$ cat src/rtl/rv32i_wb_arbiter_pkg.sv
// ---------------------------------------------------------------------------
// rv32i_wb_arbiter_pkg
// Shared definitions for the write-back arbiter slice:
//   occ_e        - occupancy of the 2-entry MDU result buffer
//   wb_req_t     - a register-file write request {we, rd, data}
//   DEFAULT_MAX_WAIT / DEFAULT_WIDTH - parameter defaults
//   rd_onehot()  - rd index to a 32-bit one-hot register mask
// ---------------------------------------------------------------------------
package rv32i_wb_arbiter_pkg;

  localparam int DEFAULT_WIDTH    = 32;
  localparam int DEFAULT_MAX_WAIT = 4;
  localparam int RD_W             = 5;

  typedef enum logic [1:0] {
    OCC_EMPTY = 2'd0,
    OCC_ONE   = 2'd1,
    OCC_FULL  = 2'd2
  } occ_e;

  typedef struct packed {
    logic                     we;
    logic [RD_W-1:0]          rd;
    logic [DEFAULT_WIDTH-1:0] data;
  } wb_req_t;

  function automatic logic [31:0] rd_onehot(input logic [RD_W-1:0] rd);
    return 32'd1 << rd;
  endfunction

endpackage

$ cat src/rtl/rv32i_wb_arbiter_if.sv
// ---------------------------------------------------------------------------
// rv32i_wb_arbiter_if
// Bundles the write-back stage request, the MDU result handshake and the
// register-file write port of the arbiter.
//   slave  modport - used by the arbiter (takes i_*, drives o_*)
//   master modport - used by the surrounding core / testbench
// ---------------------------------------------------------------------------
interface rv32i_wb_arbiter_if #(
  parameter int WIDTH = 32
);
  // write-back stage request (already muxed ALU/MEM/PC)
  logic             i_pipe_we;
  logic [4:0]       i_pipe_rd;
  logic [WIDTH-1:0] i_pipe_data;
  // multi-cycle MUL/DIV result
  logic             i_mdu_valid;
  logic [4:0]       i_mdu_rd;
  logic [WIDTH-1:0] i_mdu_data;
  logic             o_mdu_ready;
  // register-file write port
  logic             o_rf_we;
  logic [4:0]       o_rf_rd;
  logic [WIDTH-1:0] o_rf_data;
  // pipeline control / hazard information
  logic             o_stall_pipe;
  logic [31:0]      o_pending_mask;

  modport slave (
    input  i_pipe_we, i_pipe_rd, i_pipe_data,
    input  i_mdu_valid, i_mdu_rd, i_mdu_data,
    output o_mdu_ready,
    output o_rf_we, o_rf_rd, o_rf_data,
    output o_stall_pipe, o_pending_mask
  );

  modport master (
    output i_pipe_we, i_pipe_rd, i_pipe_data,
    output i_mdu_valid, i_mdu_rd, i_mdu_data,
    input  o_mdu_ready,
    input  o_rf_we, o_rf_rd, o_rf_data,
    input  o_stall_pipe, o_pending_mask
  );

endinterface

$ cat src/rtl/rv32i_wb_fifo2.sv
// ---------------------------------------------------------------------------
// rv32i_wb_fifo2
// Two-entry in-order buffer for MDU results. Slot 0 is always the head;
// a pop shifts slot 1 down, a push fills the first free slot after the pop,
// so a simultaneous pop and push keeps the occupancy unchanged.
// Ports:
//   clk, srst                 - clock, synchronous active-high reset
//   push, push_rd, push_data  - enqueue (caller never pushes when FULL)
//   pop                       - dequeue the head (ignored when empty)
//   occ                       - EMPTY / ONE / FULL
//   head_valid/rd/data        - current head entry
//   entry_valid, entry_rd     - per-slot valid and rd for hazard tracking
// ---------------------------------------------------------------------------
module rv32i_wb_fifo2
  import rv32i_wb_arbiter_pkg::*;
#(
  parameter int WIDTH = DEFAULT_WIDTH
) (
  input  logic             clk,
  input  logic             srst,
  input  logic             push,
  input  logic [4:0]       push_rd,
  input  logic [WIDTH-1:0] push_data,
  input  logic             pop,
  output occ_e             occ,
  output logic             head_valid,
  output logic [4:0]       head_rd,
  output logic [WIDTH-1:0] head_data,
  output logic [1:0]       entry_valid,
  output logic [4:0]       entry_rd [2]
);

  logic [1:0]       valid_reg, valid_next;
  logic [4:0]       rd_reg    [2];
  logic [4:0]       rd_next   [2];
  logic [WIDTH-1:0] data_reg  [2];
  logic [WIDTH-1:0] data_next [2];

  always_comb begin
    valid_next = valid_reg;
    rd_next    = rd_reg;
    data_next  = data_reg;
    if (pop && valid_reg[0]) begin
      valid_next   = {1'b0, valid_reg[1]};
      rd_next[0]   = rd_reg[1];
      data_next[0] = data_reg[1];
    end
    if (push) begin
      if (!valid_next[0]) begin
        valid_next[0] = 1'b1;
        rd_next[0]    = push_rd;
        data_next[0]  = push_data;
      end else begin
        valid_next[1] = 1'b1;
        rd_next[1]    = push_rd;
        data_next[1]  = push_data;
      end
    end
  end

  always_ff @(posedge clk) begin
    if (srst) begin
      valid_reg <= 2'b00;
    end else begin
      valid_reg <= valid_next;
    end
  end

  // Payload needs no reset: it is only observed through a set valid bit.
  for (genvar gi = 0; gi < 2; gi++) begin : g_slot
    always_ff @(posedge clk) begin
      rd_reg[gi]   <= rd_next[gi];
      data_reg[gi] <= data_next[gi];
    end
    assign entry_rd[gi] = rd_reg[gi];
  end

  // Valid bits are kept contiguous from slot 0, so 2'b10 cannot occur.
  always_comb begin
    case (valid_reg)
      2'b11:   occ = OCC_FULL;
      2'b01:   occ = OCC_ONE;
      default: occ = OCC_EMPTY;
    endcase
  end

  assign head_valid  = valid_reg[0];
  assign head_rd     = rd_reg[0];
  assign head_data   = data_reg[0];
  assign entry_valid = valid_reg;

endmodule

$ cat src/rtl/rv32i_wb_arbiter.sv
// ---------------------------------------------------------------------------
// rv32i_wb_arbiter
// Shares the single register-file write port between the write-back stage
// and the multi-cycle MUL/DIV unit. MDU results are buffered (2 entries,
// in order) and drained when the pipe does not write. A head that loses
// arbitration MAX_WAIT times forces a one-cycle pipe stall in which it is
// written.
// Ports:
//   i_clk, i_rst  - clock, synchronous active-high reset
//   bus (slave)   - pipe request, MDU handshake, register-file write port,
//                   o_stall_pipe (registered) and o_pending_mask
// Configuration macro:
//   WB_ARB_BYPASS_EN - when defined, an MDU result arriving while the buffer
//                      is empty and the pipe does not write goes straight to
//                      the register file in the same cycle.
// ---------------------------------------------------------------------------
module rv32i_wb_arbiter
  import rv32i_wb_arbiter_pkg::*;
#(
  parameter int WIDTH    = DEFAULT_WIDTH,
  parameter int MAX_WAIT = DEFAULT_MAX_WAIT
) (
  input logic               i_clk,
  input logic               i_rst,
  rv32i_wb_arbiter_if.slave bus
);

  localparam int              AGE_W     = $clog2(MAX_WAIT + 1) + 1;
  localparam logic [AGE_W-1:0] AGE_LIMIT = AGE_W'(MAX_WAIT);

  occ_e             occ;
  logic             head_valid;
  logic [4:0]       head_rd;
  logic [WIDTH-1:0] head_data;
  logic [1:0]       entry_valid;
  logic [4:0]       entry_rd [2];

  logic             mdu_ready;
  logic             mdu_fire;
  logic             mdu_keep;
  logic             pipe_req;
  logic             grant_head;
  logic             grant_pipe;
  logic             grant_mdu;
  logic             fifo_push;
  logic             head_change;

  logic             stall_reg, stall_next;
  logic [AGE_W-1:0] age_reg, age_next;

  assign mdu_ready = (occ != OCC_FULL);
  // A handshake during reset is discarded along with the buffer contents.
  assign mdu_fire  = bus.i_mdu_valid && mdu_ready && !i_rst;
  // rd=0 results are consumed but never stored or written.
  assign mdu_keep  = mdu_fire && (bus.i_mdu_rd != 5'd0);
  // A pipe write to x0 is no write at all and does not block the buffer.
  assign pipe_req  = bus.i_pipe_we && (bus.i_pipe_rd != 5'd0);

  // Grant: forced head > pipe > buffered head > (optional) direct MDU.
  // Nothing is granted while in reset so discarded entries never commit.
  always_comb begin
    grant_head = 1'b0;
    grant_pipe = 1'b0;
    grant_mdu  = 1'b0;
    if (!i_rst) begin
      if (stall_reg) begin
        grant_head = head_valid;
      end else if (pipe_req) begin
        grant_pipe = 1'b1;
      end else if (head_valid) begin
        grant_head = 1'b1;
`ifdef WB_ARB_BYPASS_EN
      end else if (mdu_keep) begin
        // Reaching here means the buffer is empty and the pipe is idle.
        grant_mdu = 1'b1;
`endif
      end
    end
  end

  always_comb begin
    bus.o_rf_we   = grant_head || grant_pipe || grant_mdu;
    bus.o_rf_rd   = 5'd0;
    bus.o_rf_data = '0;
    if (grant_pipe) begin
      bus.o_rf_rd   = bus.i_pipe_rd;
      bus.o_rf_data = bus.i_pipe_data;
    end else if (grant_head) begin
      bus.o_rf_rd   = head_rd;
      bus.o_rf_data = head_data;
    end else if (grant_mdu) begin
      bus.o_rf_rd   = bus.i_mdu_rd;
      bus.o_rf_data = bus.i_mdu_data;
    end
  end

  assign fifo_push = mdu_keep && !grant_mdu;

  rv32i_wb_fifo2 #(
    .WIDTH (WIDTH)
  ) u_fifo (
    .clk         (i_clk),
    .srst        (i_rst),
    .push        (fifo_push),
    .push_rd     (bus.i_mdu_rd),
    .push_data   (bus.i_mdu_data),
    .pop         (grant_head),
    .occ         (occ),
    .head_valid  (head_valid),
    .head_rd     (head_rd),
    .head_data   (head_data),
    .entry_valid (entry_valid),
    .entry_rd    (entry_rd)
  );

  // The head changes when it is written or when a push lands in an empty
  // buffer; a push behind an existing head leaves its age alone.
  assign head_change = grant_head || (fifo_push && !head_valid);

  always_comb begin
    age_next   = age_reg;
    stall_next = 1'b0;
    if (head_change) begin
      age_next = '0;
    end else if (head_valid && !grant_head) begin
      age_next = age_reg + AGE_W'(1);
      // The stall cycle always writes the head, so the age restarts and
      // two stall cycles can never be adjacent.
      stall_next = !stall_reg && (age_next >= AGE_LIMIT);
    end
  end

  always_ff @(posedge i_clk) begin
    if (i_rst) begin
      age_reg   <= '0;
      stall_reg <= 1'b0;
    end else begin
      age_reg   <= age_next;
      stall_reg <= stall_next;
    end
  end

  assign bus.o_mdu_ready  = mdu_ready;
  assign bus.o_stall_pipe = stall_reg;

  // Hazard mask from valid entries only; stale payloads never show up.
  logic [31:0] entry_mask [2];
  for (genvar gi = 0; gi < 2; gi++) begin : g_mask
    assign entry_mask[gi] = entry_valid[gi] ? rd_onehot(entry_rd[gi]) : 32'd0;
  end
  assign bus.o_pending_mask = entry_mask[0] | entry_mask[1];

endmodule

$ cat src/flat_wrapper.sv
// flat-port wrapper written by rule: the top's interface ports become plain ports
module rv32i_wb_arbiter_flat import rv32i_wb_arbiter_pkg::*;
#(
  parameter int WIDTH    = DEFAULT_WIDTH,
  parameter int MAX_WAIT = DEFAULT_MAX_WAIT
)
  (i_clk, i_rst, bus_i_pipe_we, bus_i_pipe_rd, bus_i_pipe_data, bus_i_mdu_valid, bus_i_mdu_rd, bus_i_mdu_data, bus_o_mdu_ready, bus_o_rf_we, bus_o_rf_rd, bus_o_rf_data, bus_o_stall_pipe, bus_o_pending_mask);
  rv32i_wb_arbiter_if #(.WIDTH(WIDTH)) bus_i ();
  input logic i_clk;
  input logic i_rst;
  input wire logic [$bits(bus_i.i_pipe_we)-1:0] bus_i_pipe_we;
  input wire logic [$bits(bus_i.i_pipe_rd)-1:0] bus_i_pipe_rd;
  input wire logic [$bits(bus_i.i_pipe_data)-1:0] bus_i_pipe_data;
  input wire logic [$bits(bus_i.i_mdu_valid)-1:0] bus_i_mdu_valid;
  input wire logic [$bits(bus_i.i_mdu_rd)-1:0] bus_i_mdu_rd;
  input wire logic [$bits(bus_i.i_mdu_data)-1:0] bus_i_mdu_data;
  output wire logic [$bits(bus_i.o_mdu_ready)-1:0] bus_o_mdu_ready;
  output wire logic [$bits(bus_i.o_rf_we)-1:0] bus_o_rf_we;
  output wire logic [$bits(bus_i.o_rf_rd)-1:0] bus_o_rf_rd;
  output wire logic [$bits(bus_i.o_rf_data)-1:0] bus_o_rf_data;
  output wire logic [$bits(bus_i.o_stall_pipe)-1:0] bus_o_stall_pipe;
  output wire logic [$bits(bus_i.o_pending_mask)-1:0] bus_o_pending_mask;
  assign bus_i.i_pipe_we = bus_i_pipe_we;
  assign bus_i.i_pipe_rd = bus_i_pipe_rd;
  assign bus_i.i_pipe_data = bus_i_pipe_data;
  assign bus_i.i_mdu_valid = bus_i_mdu_valid;
  assign bus_i.i_mdu_rd = bus_i_mdu_rd;
  assign bus_i.i_mdu_data = bus_i_mdu_data;
  assign bus_o_mdu_ready = bus_i.o_mdu_ready;
  assign bus_o_rf_we = bus_i.o_rf_we;
  assign bus_o_rf_rd = bus_i.o_rf_rd;
  assign bus_o_rf_data = bus_i.o_rf_data;
  assign bus_o_stall_pipe = bus_i.o_stall_pipe;
  assign bus_o_pending_mask = bus_i.o_pending_mask;
  rv32i_wb_arbiter #(.WIDTH(WIDTH), .MAX_WAIT(MAX_WAIT)) u_core (.i_clk(i_clk), .i_rst(i_rst), .bus(bus_i));
endmodule
$ cat config.mk
export PLATFORM = sky130hd
export DESIGN_NAME = rv32i_wb_arbiter_flat
export DESIGN_NICKNAME = d
export VERILOG_FILES = /design/src/rtl/rv32i_wb_arbiter_pkg.sv /design/src/rtl/rv32i_wb_arbiter_if.sv /design/src/rtl/rv32i_wb_fifo2.sv /design/src/rtl/rv32i_wb_arbiter.sv /design/src/flat_wrapper.sv
export SDC_FILE = /design/constraint.sdc
export NUM_CORES = 1
export LEC_CHECK = 0
export BUFFER_PORTS_ARGS = -buffer_cell sky130_fd_sc_hd__buf_2
export CAP_MARGIN = 20
export CORE_MARGIN = 4
export CORE_UTILIZATION = 46
export CTS_CLUSTER_SIZE = 8
export DETAILED_ROUTE_END_ITERATION = 6
export PLACE_DENSITY = 0.77
export SKIP_CTS_REPAIR_TIMING = 1
export SLEW_MARGIN = 20
export SYNTH_ARGS = -nofsm -noshare
export SYNTH_HDL_FRONTEND = slang
export SYNTH_SLANG_ARGS = --single-unit
$ cat constraint.sdc
create_clock -name i_clk -period 4.6 [get_ports i_clk]
set_input_delay 0.92 -clock i_clk [delete_from_list [all_inputs] [get_ports i_clk]]
set_output_delay 0.92 -clock i_clk [all_outputs]
set_load 0.005 [all_outputs]
Yosys cells after proc, flatten, opt, wreduce, memory -nomap -nowiden
Index checks and enable logic that the tools add are counted.
W data, S select, Z words.
- mux-type cells: 25
- $lt $le $gt $ge: 1
- reductions and logical operators: 19
- equal/unequal tests: 3
- bitwise logic cells: 2
- add/subtract/negate cells: 1
- shifts and indexed selects: 2
- operators with widths (cell ; number):
    $mux W32 ; 7
    $mux W64 ; 1
    $shl A1 B5 Y32 const A ; 2
    $or A32 B32 Y32 ; 1
    $mux W5 ; 5
    $mux W10 ; 1
    $reduce_bool A5 Y1 ; 2
    $logic_and A1 B1 Y1 ; 8
    $mux W1 ; 8
    $add A4 B1 Y4 const B ; 1
    $ge A4 B3 Y1 const B ; 1
    $logic_not A1 Y1 ; 4
    $mux W2 ; 2
    $pmux W2 S2 ; 1
    $reduce_or A3 Y1 ; 1
    $eq A2 B1 Y1 const B ; 1
    $eq A2 B2 Y1 const B ; 1
    $logic_or A1 B1 Y1 ; 2
    $ne A2 B2 Y1 const B ; 1
    $reduce_and A2 Y1 ; 1
    $reduce_or A2 Y1 ; 1
    $not A1 Y1 ; 1
- output and inout bits: 72
- register bits: 81

Depth between registers and ports, before layout
- word-level depth: 9
- gate-level depth with buffers: 7

Modules after synthesis
From an unflattened synthesis, not the netlist that was laid out.
- cell total of the unflattened synthesis: 365
- area total of the unflattened synthesis: 4585.6 µm²
- modules (own cells, without submodules) (module ; times used ; area each (µm²) ; cells an instance):
    rv32i_wb_fifo2 ; 1 ; 3422.0 ; 209
    rv32i_wb_arbiter ; 1 ; 1163.6 ; 156

Worst setup path before layout
OpenSTA, ideal clock, no wires.
- kind: input to register
- from: input i_rst
- to: register u_core.u_fifo.data_reg[0] (netlist bit) (enable)
- slack: -379 ps
- buffers on the path: 3
- stages: 7
- setup time: 485 ps
- arrival time: 4494 ps
- required time: 4115 ps
- path through: buf_2 nand2b_4 buf_2 clkbuf_1 inv_1 nand2_1 nor3b_1
- cells in the longest elaborated chain, start to end: 4
- elaborated cells between the ends (all ways): 7
- classes of those cells: mux (2); reduce/logical (5)
- RTL lines (item ; line ; source):
    from (decl) ; flat_wrapper.sv:10 ; input logic i_rst;
    $mux W1 / $logic_not A1 Y1 (equally long branches) ; rv32i_wb_arbiter.sv:65, rv32i_wb_arbiter.sv:53 ;
    $logic_and A1 B1 Y1, on equally long branches ; rv32i_wb_fifo2.sv:43, rv32i_wb_arbiter.sv:53 ;
    $mux W2 / $logic_and A1 B1 Y1 (equally long branches) ; rv32i_wb_fifo2.sv:43, rv32i_wb_arbiter.sv:55 ;
    $reduce_and A2 Y1 (no source line) * ; -- ;
    to (signal, indexed assignment) ; rv32i_wb_fifo2.sv:73 ; data_reg[gi] <= data_next[gi];
    to (decl) ; rv32i_wb_fifo2.sv:36 ; logic [WIDTH-1:0] data_reg [2];
Mark *: on every way between the ends. The rest lies on a longest branch, timed or not.
A chain may end at the register's enable or synchronous reset.

Final worst setup path
- from: input bus_i_pipe_rd[0]
- to: output bus_o_rf_rd[4]
- cells in the longest elaborated chain, start to end: 7
- elaborated cells between the ends (all ways): 10
- classes of those cells: mux (8); reduce/logical (2)
- RTL lines (item ; line ; source):
    from (decl) ; flat_wrapper.sv:12 ; input wire logic [$bits(bus_i.i_pipe_rd)-1:0] bus_i_pipe_rd;
    $reduce_bool A5 Y1 * ; rv32i_wb_arbiter.sv:57 ; assign pipe_req = bus.i_pipe_we && (bus.i_pipe_rd != 5'd0);
    $logic_and A1 B1 Y1 * ; rv32i_wb_arbiter.sv:57 ;
    $mux W1 ; rv32i_wb_arbiter.sv:68 ; end else if (pipe_req) begin
    $mux W1 ; rv32i_wb_arbiter.sv:66 ; if (stall_reg) begin
    $mux W1 ; rv32i_wb_arbiter.sv:65 ; if (!i_rst) begin
    $mux W5 ; rv32i_wb_arbiter.sv:88 ; end else if (grant_head) begin
    $mux W5 * ; rv32i_wb_arbiter.sv:85 ; if (grant_pipe) begin
    to (decl) ; flat_wrapper.sv:19 ; output wire logic [$bits(bus_i.o_rf_rd)-1:0] bus_o_rf_rd;
Marks and branches as above.

==> impl_metrics.csv <==
group,metric,value,unit
synthesis,asyncSetResetFlopFracSynth,0,%
cells_and_area,area_delta_synth_final,20.7,%
timing,achievable-frequency,0.253,GHz
worst_setup_path,critical_path.reg2reg.startpoint,"u_core.u_fifo.entry_valid[0]$_SDFF_PP0_",
die,die_span_in_x,107,um
synthesis,number_of_warnings_printed_during_yosys_synthesis,0,
place,detailedPlacementHpwl,7910,um
run,max_cap_violations,0,
timing,slew_headroom,34.8,%
hold_path,min_from,"u_core.age_reg[1]$_SDFFE_PP0P_",
cells_and_area,antenna-diode-count,0,
clocking,htree_num_levels,3,
die,start_util,47.8,%
power,p_per_area,336,mW/mm^2
synthesis,synth_area_per_cell,10.9,um^2
global_route,grt_util_all_layers,20.1,%
worst_setup_path,cp-start-kind,"input port",
place,routabilityCongestion,0.879,
timing,fin_hold_ws,0.527,ns
die,fp.dieH,107,um
cells_and_area,fraction_of_final_layout_cells_sized_beyond_drive_strength_1,40.8,%
detailed_routing,ant_nets,0,
power,p_seq_share,48.8,%
worst_setup_path,critical-path-slowest-cell,"sky130_fd_sc_hd__nor2b_4",
clocking,ctsLongestPathBuffers,2,
global_route,global_route.overflow_total,0,
die,io-pin-count,150,
timing,tightestPinTransition,0.967,ns
detailed_routing,drt-wirelength-per-cell,17.2,um
synthesis,postSynthRegisterBits,81,
detailed_routing,routed_via_density,5.78,
worst_setup_path,worstPathCellList,"buf_2, or3_4, o31a_2, buf_4, nor2b_4, a22o_1, buf_2",
cells_and_area,multi_input_comb_area,0.00205,mm^2
synthesis,ys.flop_type,"sky130_fd_sc_hd__dfxtp_1",
worst_setup_path,endpoint_kind,"output pin",
detailed_routing,drt_iter0_markers,275,
synthesis,yosysSeqAreaShare,44.6,%
worst_setup_path,start_point_of_the_critical_path,"bus_i_pipe_rd[0]",
timing,period_share,86.0,%
power,p_comb_share,19.9,%
clocking,worstSkewPairLatency,0.35,ns
worst_setup_path,path_delay_family,"simple AND/OR/NAND/NOR gates",
clocking,clockRootBuffer,"sky130_fd_sc_hd__clkbuf_8",
synthesis,synth_edf_count,37,
timing,finalMaxSlewViolations,0,
hold_path,holdCritPathClass,"reg -> reg",
worst_setup_path,maximum_fanout_count_along_the_critical_path,46,
timing,finalClockSkew,0.00750,ns
timing,setup_tns,0,ns
die,fp.dieArea,0.0113,mm^2
global_route,wire_length_of_the_first_global_routing_pass,18600,um
cells_and_area,fillerInstances,827,
worst_setup_path,worst-setup-path-type,"in -> out",
clocking,worst_path_clk_slew,0.08,ns
die,fp.coreArea,0.00933,mm^2
global_route,grt_antenna_before_repair,0,
detailed_routing,firstDrtPassIters,6,
synthesis,netlist_area_before_placement,0.00446,mm^2
clocking,cts_tree,"done",
outcome,result_of_the_run,"finished, final reports clean",
cells_and_area,commonest_cells_after_routing_fill_and_taps_aside,"sky130_fd_sc_hd__buf_2 (149), sky130_fd_sc_hd__dfxtp_1 (44), sky130_fd_sc_hd__inv_1 (39)",
detailed_routing,route.detailed.drc,0,
worst_setup_path,critPathMaxStageDelay,0.86,ns
detailed_routing,drt_wl_total,11600,um
cells_and_area,design.final.nets,618,
global_route,first_global_vias,3831,
timing,grt_setup_unrepaired,"false",
place,number_of_buffer_cells_added_on_primary_ports,149,
worst_setup_path,cp.buffers_inverters,3,
synthesis,synthesis.nets,490,
clocking,number_of_clock_sinks_seen_by_cts,81,
timing,final_hold_fails,0,
timing,period_needed,3.95,ns
worst_setup_path,crit_top_cell,"sky130_fd_sc_hd__buf_2",
cells_and_area,layout_commonest_cell,"sky130_fd_sc_hd__buf_2",
cells_and_area,ff_latch_area,0.00199,mm^2
power,total_leakage_power,2.41,nW
power,switching_portion_of_total_power,26.3,%
power,cellInternalPower,0.00134,W
die,floorplan.rows,35,
clocking,cts_buffers,9,
global_route,grt_start_max_net_pins,77,
power,vdd_drop_max,0.177,mV
worst_setup_path,worst_ep_arrival_time,3.03,ns
power,power.switching,0.000478,W
synthesis,synth_cells,411,
worst_setup_path,worstPathRequired,3.68,ns
synthesis,yosysUniqueCellTypes,43,
timing,setup_violations,0,
power,clock_power_share,31.3,%
detailed_routing,routed_vias,3892,
power groups by stage:
stage                     Clock, W  Sequential (W)  Combinational (W)
final                     0.000567        0.000885           0.000360
after global routing      0.000614        0.000895           0.000396
after CTS                 0.000581        0.000884           0.000360
after detailed placement         0        0.000900           0.000360
after global placement           0        0.000898           0.000345
after floorplan                  0        0.000868           0.000283
synth_stat cells, types with 3 or more instances:
master | instances | area (um^2)
sky130_fd_sc_hd__mux2_4 | 30 | 450
sky130_fd_sc_hd__clkbuf_1 | 17 | 63.8
sky130_fd_sc_hd__nand3b_1 | 10 | 75.1
sky130_fd_sc_hd__buf_2 | 7 | 35.0
sky130_fd_sc_hd__mux2_2 | 7 | 78.8
sky130_fd_sc_hd__o22ai_1 | 32 | 200
sky130_fd_sc_hd__o21ai_0 | 38 | 190
sky130_fd_sc_hd__o32ai_1 | 37 | 324
sky130_fd_sc_hd__a21oi_1 | 5 | 25.0
sky130_fd_sc_hd__a22o_1 | 37 | 324
sky130_fd_sc_hd__nor2_1 | 6 | 22.5
sky130_fd_sc_hd__edfxtp_1 | 37 | 1110
sky130_fd_sc_hd__dfxtp_1 | 44 | 881
sky130_fd_sc_hd__nand3_1 | 7 | 35.0
sky130_fd_sc_hd__buf_6 | 12 | 135
sky130_fd_sc_hd__nand2_1 | 12 | 45.0
sky130_fd_sc_hd__inv_1 | 39 | 146
sky130_fd_sc_hd__nor2b_1 | 3 | 18.8
area by class of cell:
cell class                      count  area share, %
Clock inverter                      6           1.72
Sequential cell                    81           37.0
Timing Repair Buffer              157           15.2
Clock buffer                       10           2.37
Multi-Input combinational cell    251           38.1
Tap cell                          129           3.00
Inverter                           39           2.72
metal layers:
layer	track usage, %	wire length (um)
met2	34.1	5470
met3	4.98	941
met5	0	0
met1	25.2	5000
met4	6.30	140
cells by family after synthesis:
| logic type | Yosys count | synth area share, % |
|---|---|---|
| and+or+nand+nor | 56 | 7.88 |
| DFF | 81 | 44.6 |
| buffers and inverters | 79 | 9.92 |
| adders and majority gates | 1 | 0.280 |
| muxes | 37 | 11.9 |
| AOI/OAI and AO/OA | 156 | 25.2 |
| xor gates and xnor gates | 1 | 0.196 |
through the flow:
stage	setup WS [ns]	cells	power [W]	util, %	area, um^2
floorplan	0.922	411	0.00115	-	4470
global placement	0.687	657	0.00124	55.4	5170
detailed placement	0.614	657	0.00126	55.4	5170
CTS	0.610	673	0.00183	57.8	5390
global route	0.464	673	0.00191	57.8	5390
finish	0.646	673	0.00181	57.8	5390
final timing paths:
check,cells past startpoint,slack (ns),to
setup / recovery,7,0.65,bus_o_rf_rd[4]
hold / removal,2,0.53,u_core.age_reg[1]$_SDFFE_PP0P_
setup reg to reg,6,1.55,u_core.u_fifo.data_reg[13]$_DFFE_PP_
hold reg to reg,2,0.53,u_core.age_reg[1]$_SDFFE_PP0P_
worst register-to-register path: cells and delay by family, from the launching register on:
kind,cells,cell delay (ns)
buffers and inverters,3,1.04
DFF,1,0.74
and+or+nand+nor,3,0.93
Note: power is estimated with default switching activity, not from simulation.
